[src/rtl/tft_timing_gen_pkg.sv]
// rtl/tft_timing_gen_pkg.sv - 640x480 raster timing defaults and derived window edges.
package tft_timing_gen_pkg;
    localparam int CNT_W = 10;

    localparam int H_SYNC_DEF   = 96;
    localparam int H_BP_DEF     = 48;
    localparam int H_ACTIVE_DEF = 640;
    localparam int H_FP_DEF     = 16;
    localparam int H_TOTAL_DEF  = H_SYNC_DEF + H_BP_DEF + H_ACTIVE_DEF + H_FP_DEF;

    localparam int V_SYNC_DEF   = 2;
    localparam int V_BP_DEF     = 33;
    localparam int V_ACTIVE_DEF = 480;
    localparam int V_FP_DEF     = 10;
    localparam int V_TOTAL_DEF  = V_SYNC_DEF + V_BP_DEF + V_ACTIVE_DEF + V_FP_DEF;

    localparam int HA0_DEF = H_SYNC_DEF + H_BP_DEF;
    localparam int HA1_DEF = HA0_DEF + H_ACTIVE_DEF - 1;
    localparam int VA0_DEF = V_SYNC_DEF + V_BP_DEF;
    localparam int VA1_DEF = VA0_DEF + V_ACTIVE_DEF - 1;

    typedef logic [CNT_W-1:0] cnt_t;

    function automatic cnt_t to_cnt(input int v);
        return cnt_t'(v);
    endfunction
endpackage

[src/rtl/tft_timing_gen_axis_cnt.sv]
// rtl/tft_timing_gen_axis_cnt.sv - one raster axis: wrapping counter with sync/active flags.
// Flags decode the next-state count so the parent can register them alongside the count.
module tft_axis_cnt
    import tft_timing_gen_pkg::*;
#(
    parameter int SYNC   = 96,
    parameter int BP     = 48,
    parameter int ACTIVE = 640,
    parameter int TOTAL  = 800
) (
    input  logic clk,
    input  logic rst,
    input  logic en,
    input  logic clr,
    output cnt_t cnt,
    output cnt_t cnt_next,
    output logic wrap,
    output logic sync_nx,
    output logic active_nx
);
    localparam cnt_t LAST = to_cnt(TOTAL - 1);
    localparam cnt_t S_END = to_cnt(SYNC);
    localparam cnt_t A0 = to_cnt(SYNC + BP);
    localparam cnt_t A1 = to_cnt(SYNC + BP + ACTIVE - 1);

    cnt_t cnt_q;
    cnt_t cnt_d;

    always_comb begin
        cnt_d = cnt_q;
        wrap  = en && !clr && (cnt_q == LAST);
        if (clr) begin
            cnt_d = '0;
        end else if (en) begin
            cnt_d = (cnt_q == LAST) ? '0 : cnt_q + cnt_t'(1);
        end
    end

    always_ff @(posedge clk) begin
        if (rst) begin
            cnt_q <= '0;
        end else begin
            cnt_q <= cnt_d;
        end
    end

    assign cnt       = cnt_q;
    assign cnt_next  = cnt_d;
    assign sync_nx   = cnt_d < S_END;
    assign active_nx = (cnt_d >= A0) && (cnt_d <= A1);
endmodule

[src/rtl/tft_timing_gen.sv]
// rtl/tft_timing_gen.sv - TFT raster timing: syncs, DE, line-buffer read strobes, fetch pulses.
// Every output is registered from the next-state count so it lines up with h_cnt/v_cnt.
module tft_timing_gen
    import tft_timing_gen_pkg::*;
#(
    parameter int H_SYNC   = H_SYNC_DEF,
    parameter int H_BP     = H_BP_DEF,
    parameter int H_ACTIVE = H_ACTIVE_DEF,
    parameter int H_FP     = H_FP_DEF,
    parameter int V_SYNC   = V_SYNC_DEF,
    parameter int V_BP     = V_BP_DEF,
    parameter int V_ACTIVE = V_ACTIVE_DEF,
    parameter int V_FP     = V_FP_DEF
) (
    input  logic             tft_clk,
    input  logic             tft_rst,
    input  logic             tft_on_reg,
    output logic             HSYNC,
    output logic             VSYNC,
    output logic             DE,
    output logic             BRAM_TFT_rd,
    output logic             BRAM_TFT_oe,
    output logic             line_req,
    output logic             frame_start,
    output logic [CNT_W-1:0] h_cnt,
    output logic [CNT_W-1:0] v_cnt
);
    localparam int HA0 = H_SYNC + H_BP;
    localparam int HA1 = HA0 + H_ACTIVE - 1;
    localparam int VA0 = V_SYNC + V_BP;
    localparam int VA1 = VA0 + V_ACTIVE - 1;

    localparam cnt_t RD0  = to_cnt(HA0 - 2);
    localparam cnt_t RD1  = to_cnt(HA1 - 2);
    localparam cnt_t OE0  = to_cnt(HA0 - 1);
    localparam cnt_t OE1  = to_cnt(HA1 - 1);
    localparam cnt_t LR_H = to_cnt(HA1 + 1);
    localparam cnt_t LR_V0 = to_cnt(VA0 - 1);
    localparam cnt_t LR_V1 = to_cnt(VA1 - 1);

    cnt_t h_cur, h_nx, v_cur, v_nx;
    logic h_wrap, v_wrap, h_sync_nx, h_act_nx, v_sync_nx, v_act_nx;
    logic clr;

    logic run_q, run_d, on_q, on_d;
    logic hsync_q, hsync_d, vsync_q, vsync_d, de_q, de_d;
    logic rd_q, rd_d, oe_q, oe_d, line_req_q, line_req_d, frame_start_q, frame_start_d;
    logic vis;

    // run_q holds the counters at 0 for one cycle after reset so 0/0 is shown first.
    assign clr = !run_q;

    tft_axis_cnt #(.SYNC(H_SYNC), .BP(H_BP), .ACTIVE(H_ACTIVE),
                   .TOTAL(H_SYNC + H_BP + H_ACTIVE + H_FP)) u_h_cnt (
        .clk(tft_clk), .rst(tft_rst), .en(1'b1), .clr(clr),
        .cnt(h_cur), .cnt_next(h_nx), .wrap(h_wrap),
        .sync_nx(h_sync_nx), .active_nx(h_act_nx)
    );

    tft_axis_cnt #(.SYNC(V_SYNC), .BP(V_BP), .ACTIVE(V_ACTIVE),
                   .TOTAL(V_SYNC + V_BP + V_ACTIVE + V_FP)) u_v_cnt (
        .clk(tft_clk), .rst(tft_rst), .en(h_wrap), .clr(clr),
        .cnt(v_cur), .cnt_next(v_nx), .wrap(v_wrap),
        .sync_nx(v_sync_nx), .active_nx(v_act_nx)
    );

    always_comb begin
        run_d = 1'b1;
        on_d  = on_q;
        // The enable is only taken at the last pixel of the frame: no partial frames.
        if (v_wrap) begin
            on_d = tft_on_reg;
        end
        vis           = on_d && v_act_nx;
        hsync_d       = !h_sync_nx;
        vsync_d       = !v_sync_nx;
        de_d          = vis && h_act_nx;
        rd_d          = vis && (h_nx >= RD0) && (h_nx <= RD1);
        oe_d          = vis && (h_nx >= OE0) && (h_nx <= OE1);
        line_req_d    = on_d && (h_nx == LR_H) && (v_nx >= LR_V0) && (v_nx <= LR_V1);
        frame_start_d = (h_nx == '0) && (v_nx == '0);
    end

    always_ff @(posedge tft_clk) begin
        if (tft_rst) begin
            run_q         <= 1'b0;
            on_q          <= 1'b0;
            hsync_q       <= 1'b1;
            vsync_q       <= 1'b1;
            de_q          <= 1'b0;
            rd_q          <= 1'b0;
            oe_q          <= 1'b0;
            line_req_q    <= 1'b0;
            frame_start_q <= 1'b0;
        end else begin
            run_q         <= run_d;
            on_q          <= on_d;
            hsync_q       <= hsync_d;
            vsync_q       <= vsync_d;
            de_q          <= de_d;
            rd_q          <= rd_d;
            oe_q          <= oe_d;
            line_req_q    <= line_req_d;
            frame_start_q <= frame_start_d;
        end
    end

    assign HSYNC       = hsync_q;
    assign VSYNC       = vsync_q;
    assign DE          = de_q;
    assign BRAM_TFT_rd = rd_q;
    assign BRAM_TFT_oe = oe_q;
    assign line_req    = line_req_q;
    assign frame_start = frame_start_q;
    assign h_cnt       = h_cur;
    assign v_cnt       = v_cur;
endmodule
[config.mk]
export PLATFORM = sky130hd
export DESIGN_NAME = tft_timing_gen
export DESIGN_NICKNAME = d
export VERILOG_FILES = /design/src/rtl/tft_timing_gen_pkg.sv /design/src/rtl/tft_timing_gen_axis_cnt.sv /design/src/rtl/tft_timing_gen.sv
export SDC_FILE = /design/constraint.sdc
export NUM_CORES = 1
export LEC_CHECK = 0
export ABC_AREA = 1
export CORE_ASPECT_RATIO = 0.75
export CORE_MARGIN = 3
export CORE_UTILIZATION = 45
export DETAILED_ROUTE_END_ITERATION = 10
export PLACE_DENSITY = 0.69
export SYNTH_ARGS = -nofsm -noshare
export SYNTH_HDL_FRONTEND = slang
export SYNTH_SLANG_ARGS = --single-unit
[constraint.sdc]
create_clock -name tft_clk -period 2.5 [get_ports tft_clk]
set_input_delay 0.25 -clock tft_clk [delete_from_list [all_inputs] [get_ports tft_clk]]
set_output_delay 0.25 -clock tft_clk [all_outputs]
set_load 0.05 [all_outputs]
==> flow_summary.json <==
{
  "status": "finished, final reports clean",
  "grtUsageTotal": 0.2130,
  "hp-class": "register to register",
  "critPathCaptureType": "register",
  "core_region_area_um2": 4104,
  "layout_min_cycle_time_ps": 2134,
  "antenna_found_initial": 0,
  "ant_nets": 0,
  "grt_pass1_wl_um": 8604,
  "final_nets": 353,
  "syn_nets": 318,
  "ctsRootBufferMaster": "clkbuf_8",
  "layout_common_cells": "nand2_1 (84), nor2_1 (52), inv_1 (44)",
  "p_leak_nw": 1.157,
  "final_common_cell": "nand2_1",
  "die_w_um": 81.81,
  "yosysWarnings": 0,
  "clkLatencyLatePin_ps": 280,
  "crit_arrival_ps": 2310,
  "power_density_nw_per_um2": 403.2,
  "drt-pass1-iter-count": 5,
  "synthFlopType": "dfxtp_1",
  "tns_ps": 0,
  "vias": 1974,
  "n_antenna_cell": 0,
  "ys_types": 31,
  "ys_ff_latch": 29,
  "setup_viol": 0,
  "netlist_instances": 312,
  "fill_cells": 412,
  "synth_top_cell_area_share": 0.2994,
  "crit_fanout": 8,
  "synth_area_per_cell_um2": 6.216,
  "startpoint_type": "register",
  "synthTopCellsByArea": "dfxtp_1 (30%), nand2_1 (16%), nor2_1 (10%), inv_1 (8.5%), nand3_1 (8.5%)",
  "hpwl_um": 3936,
  "slew_viol_final": 0,
  "fin_util": 0.5835,
  "post_drt_wl_per_cell_um": 12.06,
  "num_rows": 20,
  "dieHeight_um": 62.86,
  "grt_pass1_vias": 1813,
  "cts_buffer_depth": 2,
  "seq_area_um2": 581.8,
  "routed_wl_um": 4862,
  "async_flop_share": 0,
  "syn_area_um2": 1939,
  "synth_edf_count": 0,
  "cts.clk_slew.worst_paths_ps": 60,
  "skew_ps": 7.716,
  "vias_per_cell": 4.898,
  "io-pin-count": 30,
  "crit_type": "register to register",
  "period_share": 0.8536,
  "yosysSeqAreaShare": 0.2994,
  "cts_max_level": 2,
  "finalHoldViolations": 0,
  "syn_to_final_growth_pct": 23.48,
  "io_buffers": 29,
  "dieArea_um2": 5142,
  "dr.first_iter.drc_count": 187,
  "grt_max_degree": 15,
  "drive_gt1_frac": 0.1293,
  "cts_hold_buf": 0,
  "yosys.area.top_type": "dfxtp_1",
  "worstPathRequired_ps": 2670,
  "clock-sinks": 29,
  "multi_input_area_um2": 1161,
  "start_util": 0.4726,
  "maxCapViolCount": 0,
  "post-route-drc-count": 0,
  "grt_overflow": 0,
  "relSlewSlack": 0.6597,
  "gp_congestion": 0.8903,
  "ir_worst_vdd_uv": 229.4,
  "tritoncts": "built",
  "cts_buffers": 5,
  "max_freq_ghz": 0.4686,
  "rsz0062_at_grt": "no",
  "max_slew.worst_pin.slew_ps": 508.8
}
[routing by layer]
layer / vias up / wire length [um] / global-route usage
met5: - / 0 / 0
met4: 0 / 28 / 0.03942
met3: 4 / 352 / 0.05764
met2: 57 / 1872 / 0.2722
met1: 871 / 2609 / 0.3465
li1: 1042 / - / -
[repair_timing]
action,in CTS,in global routing
setup endpoints to repair,0,4
gates resized for setup,0,1
buffers inserted,0,0
[per-stage QoR]
step	hold slack (ps)	instance area, um^2	power (mW)	setup slack [ps]	std cells
after floorplan	334.3	1939	0.5257	228.0	312
after global placement	545.6	2292	0.5462	337.4	395
after detailed placement	553.1	2292	0.5461	288.0	395
after CTS	564.8	2394	0.9708	272.4	403
after global routing	588.5	2395	1.000	49.67	403
final	563.8	2395	0.9657	366.1	403
[worst max-delay path: stages (launching register included)]
cell     delay (ps)
dfxtp_2         390
ha_1            210
nand2_2          80
nor2_4          170
nand3_4         140
nor2_4          200
nand4_1         190
nand2_1         180
nand2_1          70
nor2_1          140
nand3_1         100
nand2_1         100
nor3_1           60
[where the power goes]
| group | internal (mW) | total (mW) | leakage (nW) | switching, mW |
|---|---|---|---|---|
| clock network | 0.248 | 0.430 | 0.0542 | 0.181 |
| logic | 0.0201 | 0.0621 | 0.868 | 0.0420 |
| registers | 0.468 | 0.474 | 0.236 | 0.00640 |
[state kept, by name, indices dropped and copies added (netlist names)]
register     flops
DE               1
u_h_cnt.cnt     10
HSYNC            1
BRAM_TFT_rd      1
line_req         1
BRAM_TFT_oe      1
run_q            1
VSYNC            1
on_q             1
u_v_cnt.cnt     10
frame_start      1
[cells by family (layout without fill, tap and decap cells)]
logic type                 count (synthesis)  count (layout)  synth area share
and+or+nand+nor                          213             213            0.5148
buffers and inverters                     50              86            0.1019
DFF                                       29              29            0.2994
AOI/OAI and AO/OA                         15              15           0.05548
adders and majority gates                  3               3           0.01936
xor gates and xnor gates                   2               2          0.009034
[cell type report]
type | instances | share of cell area
sequential | 29 | 0.2429
clock inverter | 1 | 0.002090
clock buffer | 7 | 0.04023
inverter | 47 | 0.07367
multi-input combinational | 233 | 0.4848
timing repair buffer | 31 | 0.1275
tap | 55 | 0.02874
[synthesized netlist by cell type (4+ instances only)]
| library cell | count |
|---|---|
| a21oi_1 | 5 |
| dfxtp_1 | 29 |
| inv_1 | 44 |
| nand2_1 | 84 |
| nand2_2 | 13 |
| nand3_1 | 33 |
| nand4_1 | 9 |
| nor2_1 | 52 |
| nor2_2 | 6 |
| nor3_1 | 4 |
[path summary, 6_finish.rpt]
path	start	endpoint	slack [ps]	cells after the start
worst max register to register	u_h_cnt.cnt[0]$_SDFF_PP0_	DE$_SDFF_PP0_	370	12
worst max-delay path	u_h_cnt.cnt[0]$_SDFF_PP0_	DE$_SDFF_PP0_	370	12
worst min register to register	on_q$_SDFF_PP0_	on_q$_SDFF_PP0_	560	4
worst min-delay path	on_q$_SDFF_PP0_	on_q$_SDFF_PP0_	560	4
No activity file was read; power rests on OpenSTA's default activity.
